`src/rtl/pll_seq_ctrl_if.sv`:
```
// pll_seq_ctrl_if
// Groups the sequencer's system-side and PLL-core-side signals.
//   start_req  : 1 = PLL wanted running, 0 = power the PLL down
//   fbdiv_in   : requested feedback divider
//   fbdiv_load : 1-cycle strobe that captures fbdiv_in into the shadow register
//   pll_lock   : lock indication from the PLL core
//   pll_en     : enable to the PLL core
//   pll_fbdiv  : divider to the PLL core
//   ready      : PLL is locked and usable
//   fault      : lock attempts exhausted
//   lock_lost  : sticky, lock dropped while locked since the last start
//   retry_cnt  : restarts consumed since the last start (saturating)
// master drives requests and lock (system + PLL side); slave is the sequencer.
interface pll_seq_ctrl_if;
  logic       start_req;
  logic [7:0] fbdiv_in;
  logic       fbdiv_load;
  logic       pll_lock;
  logic       pll_en;
  logic [7:0] pll_fbdiv;
  logic       ready;
  logic       fault;
  logic       lock_lost;
  logic [1:0] retry_cnt;

  modport master (
    output start_req, fbdiv_in, fbdiv_load, pll_lock,
    input  pll_en, pll_fbdiv, ready, fault, lock_lost, retry_cnt
  );

  modport slave (
    input  start_req, fbdiv_in, fbdiv_load, pll_lock,
    output pll_en, pll_fbdiv, ready, fault, lock_lost, retry_cnt
  );
endinterface

```
`src/rtl/pll_seq_ctrl.sv`:
```
// pll_seq_ctrl
// Power-up / lock sequencer in front of a PLL core. After start_req it holds
// the core off for a settle delay, enables it and waits for lock with a
// timeout, retrying a bounded number of times before declaring a fault. Lock
// loss or a divider change restarts the core. All outputs are registered and
// change on the same edge as the state that decides them.
// Ports:
//   rclk  : reference clock (also the PLL reference); the only clock
//   rst_n : synchronous active-low reset
//   bus   : pll_seq_ctrl_if.slave (requests/lock in, enable/divider/status out)
module pll_seq_ctrl #(
  parameter int SETTLE_CYCLES = 16,
  parameter int OFF_CYCLES    = 4,
  parameter int LOCK_TIMEOUT  = 256,
  parameter int MAX_RETRIES   = 3,
  parameter int DEFAULT_FBDIV = 8
) (
  input  logic           rclk,
  input  logic           rst_n,
  pll_seq_ctrl_if.slave  bus
);

  localparam int MAX_AB   = (SETTLE_CYCLES > OFF_CYCLES) ? SETTLE_CYCLES : OFF_CYCLES;
  localparam int MAX_WAIT = (MAX_AB > LOCK_TIMEOUT) ? MAX_AB : LOCK_TIMEOUT;
  localparam int CW       = $clog2(MAX_WAIT) + 1;
  // Wide enough to hold MAX_RETRIES itself; the output view saturates at 3.
  localparam int RW       = $clog2(MAX_RETRIES + 2) + 1;

  localparam logic [CW-1:0] SETTLE_LAST  = CW'(SETTLE_CYCLES - 1);
  localparam logic [CW-1:0] OFF_LAST     = CW'(OFF_CYCLES - 1);
  localparam logic [CW-1:0] TIMEOUT_LAST = CW'(LOCK_TIMEOUT - 1);
  localparam logic [RW-1:0] RETRY_MAX    = RW'(MAX_RETRIES);
  localparam logic [7:0]    FBDIV_RST    = 8'(DEFAULT_FBDIV);

  typedef enum logic [2:0] {
    S_OFF, S_SETTLE, S_WAIT_LOCK, S_LOCKED, S_RESTART, S_FAULT
  } state_t;

  state_t        state_q, state_d;
  logic [CW-1:0] cnt_q, cnt_d;
  logic [RW-1:0] retries_q, retries_d;
  logic          lock_lost_q, lock_lost_d;
  logic [7:0]    shadow_q, shadow_d;
  logic          pll_en_q, ready_q, fault_q;
  logic [1:0]    retry_cnt_q;
  logic [7:0]    pll_fbdiv_q;

  // A failed lock attempt either restarts (consuming a retry) or gives up.
  function automatic state_t retry_or_fault(input logic [RW-1:0] used);
    return (used < RETRY_MAX) ? S_RESTART : S_FAULT;
  endfunction

  always_comb begin
    // NOTE: every variable gets a default before any branch so no latch is inferred.
    state_d     = state_q;
    cnt_d       = cnt_q;
    retries_d   = retries_q;
    lock_lost_d = lock_lost_q;
    shadow_d    = shadow_q;

    // Divider capture is independent of state; zero is not a legal divider.
    if (bus.fbdiv_load)
      shadow_d = (bus.fbdiv_in == 8'd0) ? 8'd1 : bus.fbdiv_in;

    if (!bus.start_req) begin
      state_d     = S_OFF;
      lock_lost_d = 1'b0;
    end else begin
      case (state_q)
        S_OFF: begin
          state_d     = S_SETTLE;
          retries_d   = '0;
          lock_lost_d = 1'b0;
        end
        S_SETTLE: begin
          cnt_d = cnt_q + CW'(1);
          if (cnt_q == SETTLE_LAST) state_d = S_WAIT_LOCK;
        end
        S_WAIT_LOCK: begin
          cnt_d = cnt_q + CW'(1);
          // pll_lock is already in the rclk domain, so it is used directly.
          if (bus.pll_lock) begin
            state_d = S_LOCKED;
          end else if (cnt_q == TIMEOUT_LAST) begin
            state_d = retry_or_fault(retries_q);
            if (retries_q < RETRY_MAX) retries_d = retries_q + RW'(1);
          end else if (bus.fbdiv_load) begin
            state_d = S_RESTART;
          end
        end
        S_LOCKED: begin
          if (!bus.pll_lock) begin
            lock_lost_d = 1'b1;
            state_d     = retry_or_fault(retries_q);
            if (retries_q < RETRY_MAX) retries_d = retries_q + RW'(1);
          end else if (bus.fbdiv_load) begin
            state_d = S_RESTART;
          end
        end
        S_RESTART: begin
          cnt_d = cnt_q + CW'(1);
          if (cnt_q == OFF_LAST) state_d = S_WAIT_LOCK;
        end
        S_FAULT: state_d = S_FAULT;
        default: state_d = S_OFF;
      endcase
    end

    // Single shared counter restarts from zero in every new state.
    if (state_d != state_q) cnt_d = '0;
  end

  always_ff @(posedge rclk) begin
    // NOTE: sequential state uses non-blocking assignments so every register samples pre-edge values.
    if (!rst_n) begin
      state_q     <= S_OFF;
      cnt_q       <= '0;
      retries_q   <= '0;
      lock_lost_q <= 1'b0;
      shadow_q    <= FBDIV_RST;
      pll_en_q    <= 1'b0;
      ready_q     <= 1'b0;
      fault_q     <= 1'b0;
      retry_cnt_q <= 2'd0;
      pll_fbdiv_q <= FBDIV_RST;
    end else begin
      state_q     <= state_d;
      cnt_q       <= cnt_d;
      retries_q   <= retries_d;
      lock_lost_q <= lock_lost_d;
      shadow_q    <= shadow_d;
      // Outputs are decoded from the next state so they are registered yet
      // appear together with the state they belong to.
      pll_en_q    <= (state_d == S_WAIT_LOCK) || (state_d == S_LOCKED);
      ready_q     <= (state_d == S_LOCKED);
      fault_q     <= (state_d == S_FAULT);
      retry_cnt_q <= (retries_d > RW'(3)) ? 2'd3 : retries_d[1:0];
      // The core only ever sees a new divider while it is held disabled.
      if (!pll_en_q) pll_fbdiv_q <= shadow_q;
    end
  end

  assign bus.pll_en    = pll_en_q;
  assign bus.pll_fbdiv = pll_fbdiv_q;
  assign bus.ready     = ready_q;
  assign bus.fault     = fault_q;
  assign bus.lock_lost = lock_lost_q;
  assign bus.retry_cnt = retry_cnt_q;

endmodule

```
`src/flat_wrapper.sv`:
```
// flat-port wrapper written by rule: the top's interface ports become plain ports
module pll_seq_ctrl_flat 
#(
  parameter int SETTLE_CYCLES = 16,
  parameter int OFF_CYCLES    = 4,
  parameter int LOCK_TIMEOUT  = 256,
  parameter int MAX_RETRIES   = 3,
  parameter int DEFAULT_FBDIV = 8
)
  (rclk, rst_n, bus_start_req, bus_fbdiv_in, bus_fbdiv_load, bus_pll_lock, bus_pll_en, bus_pll_fbdiv, bus_ready, bus_fault, bus_lock_lost, bus_retry_cnt);
  pll_seq_ctrl_if bus_i ();
  input  logic rclk;
  input  logic rst_n;
  input wire logic [$bits(bus_i.start_req)-1:0] bus_start_req;
  input wire logic [$bits(bus_i.fbdiv_in)-1:0] bus_fbdiv_in;
  input wire logic [$bits(bus_i.fbdiv_load)-1:0] bus_fbdiv_load;
  input wire logic [$bits(bus_i.pll_lock)-1:0] bus_pll_lock;
  output wire logic [$bits(bus_i.pll_en)-1:0] bus_pll_en;
  output wire logic [$bits(bus_i.pll_fbdiv)-1:0] bus_pll_fbdiv;
  output wire logic [$bits(bus_i.ready)-1:0] bus_ready;
  output wire logic [$bits(bus_i.fault)-1:0] bus_fault;
  output wire logic [$bits(bus_i.lock_lost)-1:0] bus_lock_lost;
  output wire logic [$bits(bus_i.retry_cnt)-1:0] bus_retry_cnt;
  assign bus_i.start_req = bus_start_req;
  assign bus_i.fbdiv_in = bus_fbdiv_in;
  assign bus_i.fbdiv_load = bus_fbdiv_load;
  assign bus_i.pll_lock = bus_pll_lock;
  assign bus_pll_en = bus_i.pll_en;
  assign bus_pll_fbdiv = bus_i.pll_fbdiv;
  assign bus_ready = bus_i.ready;
  assign bus_fault = bus_i.fault;
  assign bus_lock_lost = bus_i.lock_lost;
  assign bus_retry_cnt = bus_i.retry_cnt;
  pll_seq_ctrl #(.SETTLE_CYCLES(SETTLE_CYCLES), .OFF_CYCLES(OFF_CYCLES), .LOCK_TIMEOUT(LOCK_TIMEOUT), .MAX_RETRIES(MAX_RETRIES), .DEFAULT_FBDIV(DEFAULT_FBDIV)) u_core (.rclk(rclk), .rst_n(rst_n), .bus(bus_i));
endmodule
```
`config.mk`:
```
export PLATFORM = sky130hd
export DESIGN_NAME = pll_seq_ctrl_flat
export DESIGN_NICKNAME = d
export VERILOG_FILES = /design/src/rtl/pll_seq_ctrl_if.sv /design/src/rtl/pll_seq_ctrl.sv /design/src/flat_wrapper.sv
export SDC_FILE = /design/constraint.sdc
export NUM_CORES = 1
export LEC_CHECK = 0
export ABC_CLOCK_PERIOD_IN_PS = 1800
export CAP_MARGIN = 20
export CORE_UTILIZATION = 48
export DETAILED_ROUTE_END_ITERATION = 10
export MAX_ROUTING_LAYER = met4
export PLACE_DENSITY = 0.75
export SLEW_MARGIN = 10
export SYNTH_ARGS = -nofsm -noshare
export SYNTH_HDL_FRONTEND = slang
export SYNTH_SLANG_ARGS = --single-unit
```
`constraint.sdc`:
```
create_clock -name rclk -period 1.8 [get_ports rclk]
set_input_delay 0.18 -clock rclk [delete_from_list [all_inputs] [get_ports rclk]]
set_output_delay 0.18 -clock rclk [all_outputs]
set_load 0.01 [all_outputs]
```
# [Word-level counts from Yosys, hierarchy flattened]
# Cells that the tools add are included.
[totals] ff_bits=38 inputBits=13 output_inout_bits=14 wordCells=56
[classes] addsub=2 n_lt_le_gt_ge=2 eq_ne=13 n_mux=19 bitwise_logic=1 n_reduce_logical=9
[ops] cell="$mux 3" n=7
[ops] cell="$mux 4" n=5
[ops] cell="$pmux 3 s6" n=1
[ops] cell="$eq 3x2->1 const B" n=4
[ops] cell="$pmux 4 s3" n=1
[ops] cell="$add 9x1->9 const B" n=1
[ops] cell="$eq 3x3->1 const B" n=3
[ops] cell="$eq 9x2->1 const B" n=1
[ops] cell="$eq 9x4->1 const B" n=1
[ops] cell="$eq 9x8->1 const B" n=1
[ops] cell="$logic_not 8->1" n=1
[ops] cell="$mux 8" n=1
[ops] cell="$reduce_and 2->1" n=3
[ops] cell="$add 4x1->4 const B" n=1
[ops] cell="$gt 4x2->1 const B" n=1
[ops] cell="$lt 4x2->1 const B" n=1
[ops] cell="$eq 3x1->1 const B" n=1
[ops] cell="$logic_not 3->1" n=1
[ops] cell="$ne 3x3->1" n=1
[ops] cell="$reduce_or 3->1" n=1
[ops] cell="$mux 1" n=2
[ops] cell="$mux 2" n=1
[ops] cell="$ne 2x2->1 const B" n=1
[ops] cell="$pmux 1 s2" n=1
[ops] cell="other kinds (4)" n=4

# [Logic depth before layout (Yosys ltp)]
[depth] depth_word=8 mapped_depth=9 ltp_nobuf=9

# [Worst setup path before layout]
# Ideal clock, no wire load.
[synth_path] path_type="flip-flop to flip-flop" start="reg u_core.cnt_q[4]" end="reg u_core.cnt_q[0]" setup_ns=0.128 arrival_time_ns=1.757 required_ns=1.672 setup_slack_ns=-0.085 path_stages_with_launch=6 n_path_buf=0 synth_period_minus_slack_ns=1.885 cell_sequence="dfxtp_1 -> or4_4 -> o311a_1 -> o21bai_1 -> a31oi_4 -> nor3_1"
[synth_via] elab_chain_len=7 word_cells_on_any_way=11 classes_between="eq/ne (4); mux (6); reduce/logical (1)"
[synth_rtl] element="start: declaration" line="pll_seq_ctrl.sv:40" text="logic [CW-1:0] cnt_q, cnt_d;"
[synth_rtl] element="start signal: assignment" line="pll_seq_ctrl.sv:128" text="cnt_q <= cnt_d;"
[synth_rtl] element="$eq 9x8->1" line="pll_seq_ctrl.sv:84" text="end else if (cnt_q == TIMEOUT_LAST) begin"
[synth_rtl] element="$mux 3" line="pll_seq_ctrl.sv:84"
[synth_rtl] element="$mux 3" line="pll_seq_ctrl.sv:82" text="if (bus.pll_lock) begin"
[synth_rtl] element="$pmux 3 s6 (*)" line="pll_seq_ctrl.sv:69" text="case (state_q)"
[synth_rtl] element="$mux 3 (*)" line="pll_seq_ctrl.sv:65" text="if (!bus.start_req) begin"
[synth_rtl] element="$ne 3x3->1 (*)" line="pll_seq_ctrl.sv:110" text="if (state_d != state_q) cnt_d = '0;"
[synth_rtl] element="$reduce_or 2->1 (no line) (*)"
# Mark *: on every way between the ends. The rest lies on a longest branch, timed or not.
# A chain may end at the register's enable or synchronous reset.

# [Worst setup path after layout]
[layout_path] start="reg u_core.cnt_q[8]" end="reg u_core.ready_q, in the netlist u_core.bus.ready"
[layout_via] elab_chain_len=6 word_cells_on_any_way=10 classes_between="eq/ne (4); mux (6)"
[layout_rtl] element="$eq 9x8->1" line="pll_seq_ctrl.sv:84"
[layout_rtl] element="$mux 3" line="pll_seq_ctrl.sv:84"
[layout_rtl] element="$mux 3" line="pll_seq_ctrl.sv:82"
[layout_rtl] element="$pmux 3 s6 (*)" line="pll_seq_ctrl.sv:69"
[layout_rtl] element="$mux 3 (*)" line="pll_seq_ctrl.sv:65"
[layout_rtl] element="$eq 3x2->1 (*)" line="pll_seq_ctrl.sv:135" text="ready_q <= (state_d == S_LOCKED);"
[layout_rtl] element="end signal: assignment" line="pll_seq_ctrl.sv:135"
[layout_rtl] element="end: declaration" line="pll_seq_ctrl.sv:44" text="logic pll_en_q, ready_q, fault_q;"
# Marks and branches as above.

==> results_dict.tcl <==
set metrics [dict create \
    run_status "complete, but fails checks" \
    holdPathStages 3 \
    synth_xor_area_share_pct 4.47 \
    finalClockSkew_ps 9.87 \
    ant_nets 0 \
    synth_largest_area_cell "sky130_fd_sc_hd__dfxtp_1" \
    critPathRequiredTime_ps 2090 \
    number_of_enable_flip_flop_cells_after_synthesis 0 \
    post_synth_and_or_nand_nor_area_fraction_pct 22.2 \
    worst_hold_slack_ps 470 \
    muxShareOfSynthArea_pct 10.5 \
    drc 0 \
    synth_largest_type_area_fraction_pct 43.2 \
    criticalPathCategory "register to register" \
    report.power.total_mw 1.50 \
    hold_start "bus_fbdiv_in[3]" \
    final_common_cell "sky130_fd_sc_hd__dfxtp_1" \
    drv_slew 0 \
    max_freq_ghz 0.503 \
    synth_async_sr_flop_share_pct 0 \
    rr_startpoint "u_core.cnt_q[8]" \
    numPlacedInstances 275 \
    max_cap_viols 0 \
    synth.cell_area_mm2 0.00176 \
    grt_pass1_vias 1741 \
    tritoncts "done" \
    antenna_cells_inserted 0 \
    die_x_um 62.6 \
    yosys_register_bits 38 \
    postSynthNetCount 205 \
    drt-wirelength-per-cell_um 17.2 \
    clock_latency_ps 340 \
    final.period_utilization_pct 111 \
    initial_cell_density_of_the_core_pct 51.6 \
    dpl.hpwl_um 3150 \
    ys_types 42 \
    main_synth_ff_type "sky130_fd_sc_hd__dfxtp_1" \
    use_met1_pct 29.2 \
    type_of_destination_of_the_critical_path "register" \
    fin_crit_ps 1990 \
    tritoncts.num_buffers 5 \
    number_of_antenna_violations_at_the_first_check_in_global_routing 0 \
    cp.arrival_ps 2280 \
    vdd_ir_drop_max_mv 0.747 \
    finalNonFillerCells 292 \
    rows 21 \
    worst_slew_margin_rel_pct 54.7 \
    timing.final.setup_violations 15 \
    busiest_layer "met2" \
    syn-instance-count 189 \
    io_pins 27 \
    floorplan.die_area_mm2 0.00392 \
    clock_slew_seen_by_the_registers_of_the_worst_setup_and_hold_paths_ps 120 \
    worstReg2RegEnd "u_core.bus.ready" \
    maximum_number_of_pins_on_one_net_before_global_route_repair 17 \
    area_delta_synth_final_pct 46.4 \
    detail_route.vias_per_cell 5.79 \
    synth_area_leaders "sky130_fd_sc_hd__dfxtp_1, sky130_fd_sc_hd__mux2i_1, sky130_fd_sc_hd__nor2b_1" \
    rsz0062_at_grt "yes" \
    seq_area_frac_synth_pct 43.2 \
    violations "setup timing" \
    global_route_wire_length_before_repair_um 8100 \
    holdBufCountCts 0 \
    grt-ovfl-total 0 \
    globalRouteMet3Util_pct 5.29 \
    drt_iter0_drc 98 \
    drive_above_1_share_pct 32.5 \
    yosys.area_share.adder_pct 2.13 \
    min-delay-path-class "primary input to register" \
    synthesis.yosys.warnings 0 \
    synth_top_family_by_area "simple AND/OR/NAND/NOR gates" \
    worst-path-max-fanout 3 \
    die_height_um 62.6 \
    num_vias 1691 \
    syn-mean-instance-area_um2 9.32 \
    placement.io_buffers 26 \
    layout.filler_cells 227 \
    hold_end "u_core.shadow_q[3]" \
    final_cell_mix "sky130_fd_sc_hd__dfxtp_1, sky130_fd_sc_hd__buf_4, sky130_fd_sc_hd__clkdlybuf4s50_1, sky130_fd_sc_hd__mux2i_1" \
    rr_worst_depth 7 \
    hold_viol_final 0 \
    clk_root_buffer_cell "sky130_fd_sc_hd__clkbuf_4" \
    cts_sinks 38 \
    crit_path_start_kind "register" \
    power-per-cell-area_mw_per_mm2 583 \
    drt_wl_total_um 5020 \
    synth_compound_gate_area_share_pct 14.6 \
    rrSetupSlack_ps -190 \
    cts_max_path_buffers 2 \
    worst_setup_slack_final_ps -190 \
    gp_congestion 0.834 \
    globalRouteMet2Util_pct 46.9 \
    max_slew.worst_pin.slew_ps 663 \
    drt_first_pass_iters 4 \
    core_region_area_mm2 0.00342 \
    detailedPlace.worstSlack_ps -255 \
    nets 262 \
    cts_htree_levels 2 \
    p_leak_nw 0.938 \
    global_route.usage.total_pct 27.4 \
]
==> layout make-up <==
type	count	area (um^2)	area share (%)
inverters	6	22.5	0.873
clock buffers	5	37.5	1.46
flip-flops and latches	38	773	30.0
repair buffers	56	489	19.0
well taps	46	57.6	2.23
clock inverters	2	10.0	0.388
multi-input cells	139	1190	46.1
==> worst max path at each step <==
stage | startpoint | endpoint | depth (start not counted)
6_report | u_core.cnt_q[8] | u_core.bus.ready | 7
2_1_floorplan | u_core.cnt_q[8] | u_core.cnt_q[7] | 5
4_1_cts | u_core.cnt_q[3] | u_core.cnt_q[2] | 7
3_5_place_dp | bus_pll_lock | u_core.cnt_q[3] | 7
5_1_grt | u_core.cnt_q[8] | u_core.cnt_q[2] | 5
3_3_place_gp | bus_pll_lock | u_core.cnt_q[7] | 7
==> metrics by stage <==
stage	utilization, %	setup TNS (ps)	cell area, um^2
global placement	65.3	-1000	2230
global route	75.5	-2740	2580
detailed placement	65.3	-2260	2230
CTS	71.9	-1180	2460
floorplan	-	0	1780
finish	75.5	-2070	2580
==> Yosys cell counts (2+ instances only) <==
cell,number
sky130_fd_sc_hd__dfxtp_1,38
sky130_fd_sc_hd__mux2i_1,17
sky130_fd_sc_hd__nor2_1,17
sky130_fd_sc_hd__nor2b_1,15
sky130_fd_sc_hd__nor3_1,13
sky130_fd_sc_hd__nand2_1,9
sky130_fd_sc_hd__a21oi_1,7
sky130_fd_sc_hd__clkbuf_1,7
sky130_fd_sc_hd__o21ai_0,7
sky130_fd_sc_hd__inv_1,6
sky130_fd_sc_hd__xnor2_1,5
sky130_fd_sc_hd__nand2b_1,4
sky130_fd_sc_hd__xor2_1,4
sky130_fd_sc_hd__and2_1,3
sky130_fd_sc_hd__ha_1,3
sky130_fd_sc_hd__a2111oi_0,2
sky130_fd_sc_hd__and3_1,2
sky130_fd_sc_hd__nor4_1,2
sky130_fd_sc_hd__o2111ai_1,2
sky130_fd_sc_hd__o21bai_1,2
sky130_fd_sc_hd__o2bb2ai_1,2
sky130_fd_sc_hd__o31ai_1,2
==> registers in the layout, summed over array words and instances (netlist names) <==
name	count
u_core.state_q	3
u_core.shadow_q	8
u_core.bus.fault	1
u_core.bus.ready	1
u_core.bus.lock_lost	1
u_core.bus.retry_cnt	2
u_core.bus.pll_fbdiv	8
u_core.bus.pll_en	1
u_core.cnt_q	9
u_core.retries_q	4
==> worst max-delay path, stage by stage (launching register included) <==
cell                        delay, ps
sky130_fd_sc_hd__dfxtp_2          350
sky130_fd_sc_hd__or4_4            560
sky130_fd_sc_hd__buf_4            170
sky130_fd_sc_hd__a211oi_4         290
sky130_fd_sc_hd__buf_4            170
sky130_fd_sc_hd__o2bb2ai_2        110
sky130_fd_sc_hd__nor2b_2          170
sky130_fd_sc_hd__and2_1           130
==> power by group <==
part	internal [mW]	switching, mW	total [mW]
clock network	0.141	0.284	0.425
logic	0.0997	0.108	0.208
registers	0.859	0.0107	0.870
total	1.10	0.403	1.50
==> timing repair <==
| item | CTS | global route |
|---|---|---|
| pin swaps | 6 | 12 |
| gates resized for setup | 27 | 22 |
| buffers inserted | 5 | 4 |
| setup endpoints to repair | 12 | 18 |
| gates cloned | 2 | 0 |
==> logic make-up after synthesis <==
family          Yosys count
flops                    38
simple gates             73
fa+ha+maj                 3
mux                      18
compound gates           34
buf+inv                  14
xor+xnor                  9
==> routing by layer <==
layer	share of wire, %	wire, um
met1	39	1970
met2	51	2580
met3	5.2	263
met4	4.0	203
met5	0	0
Power figures use the tool's default switching activity.
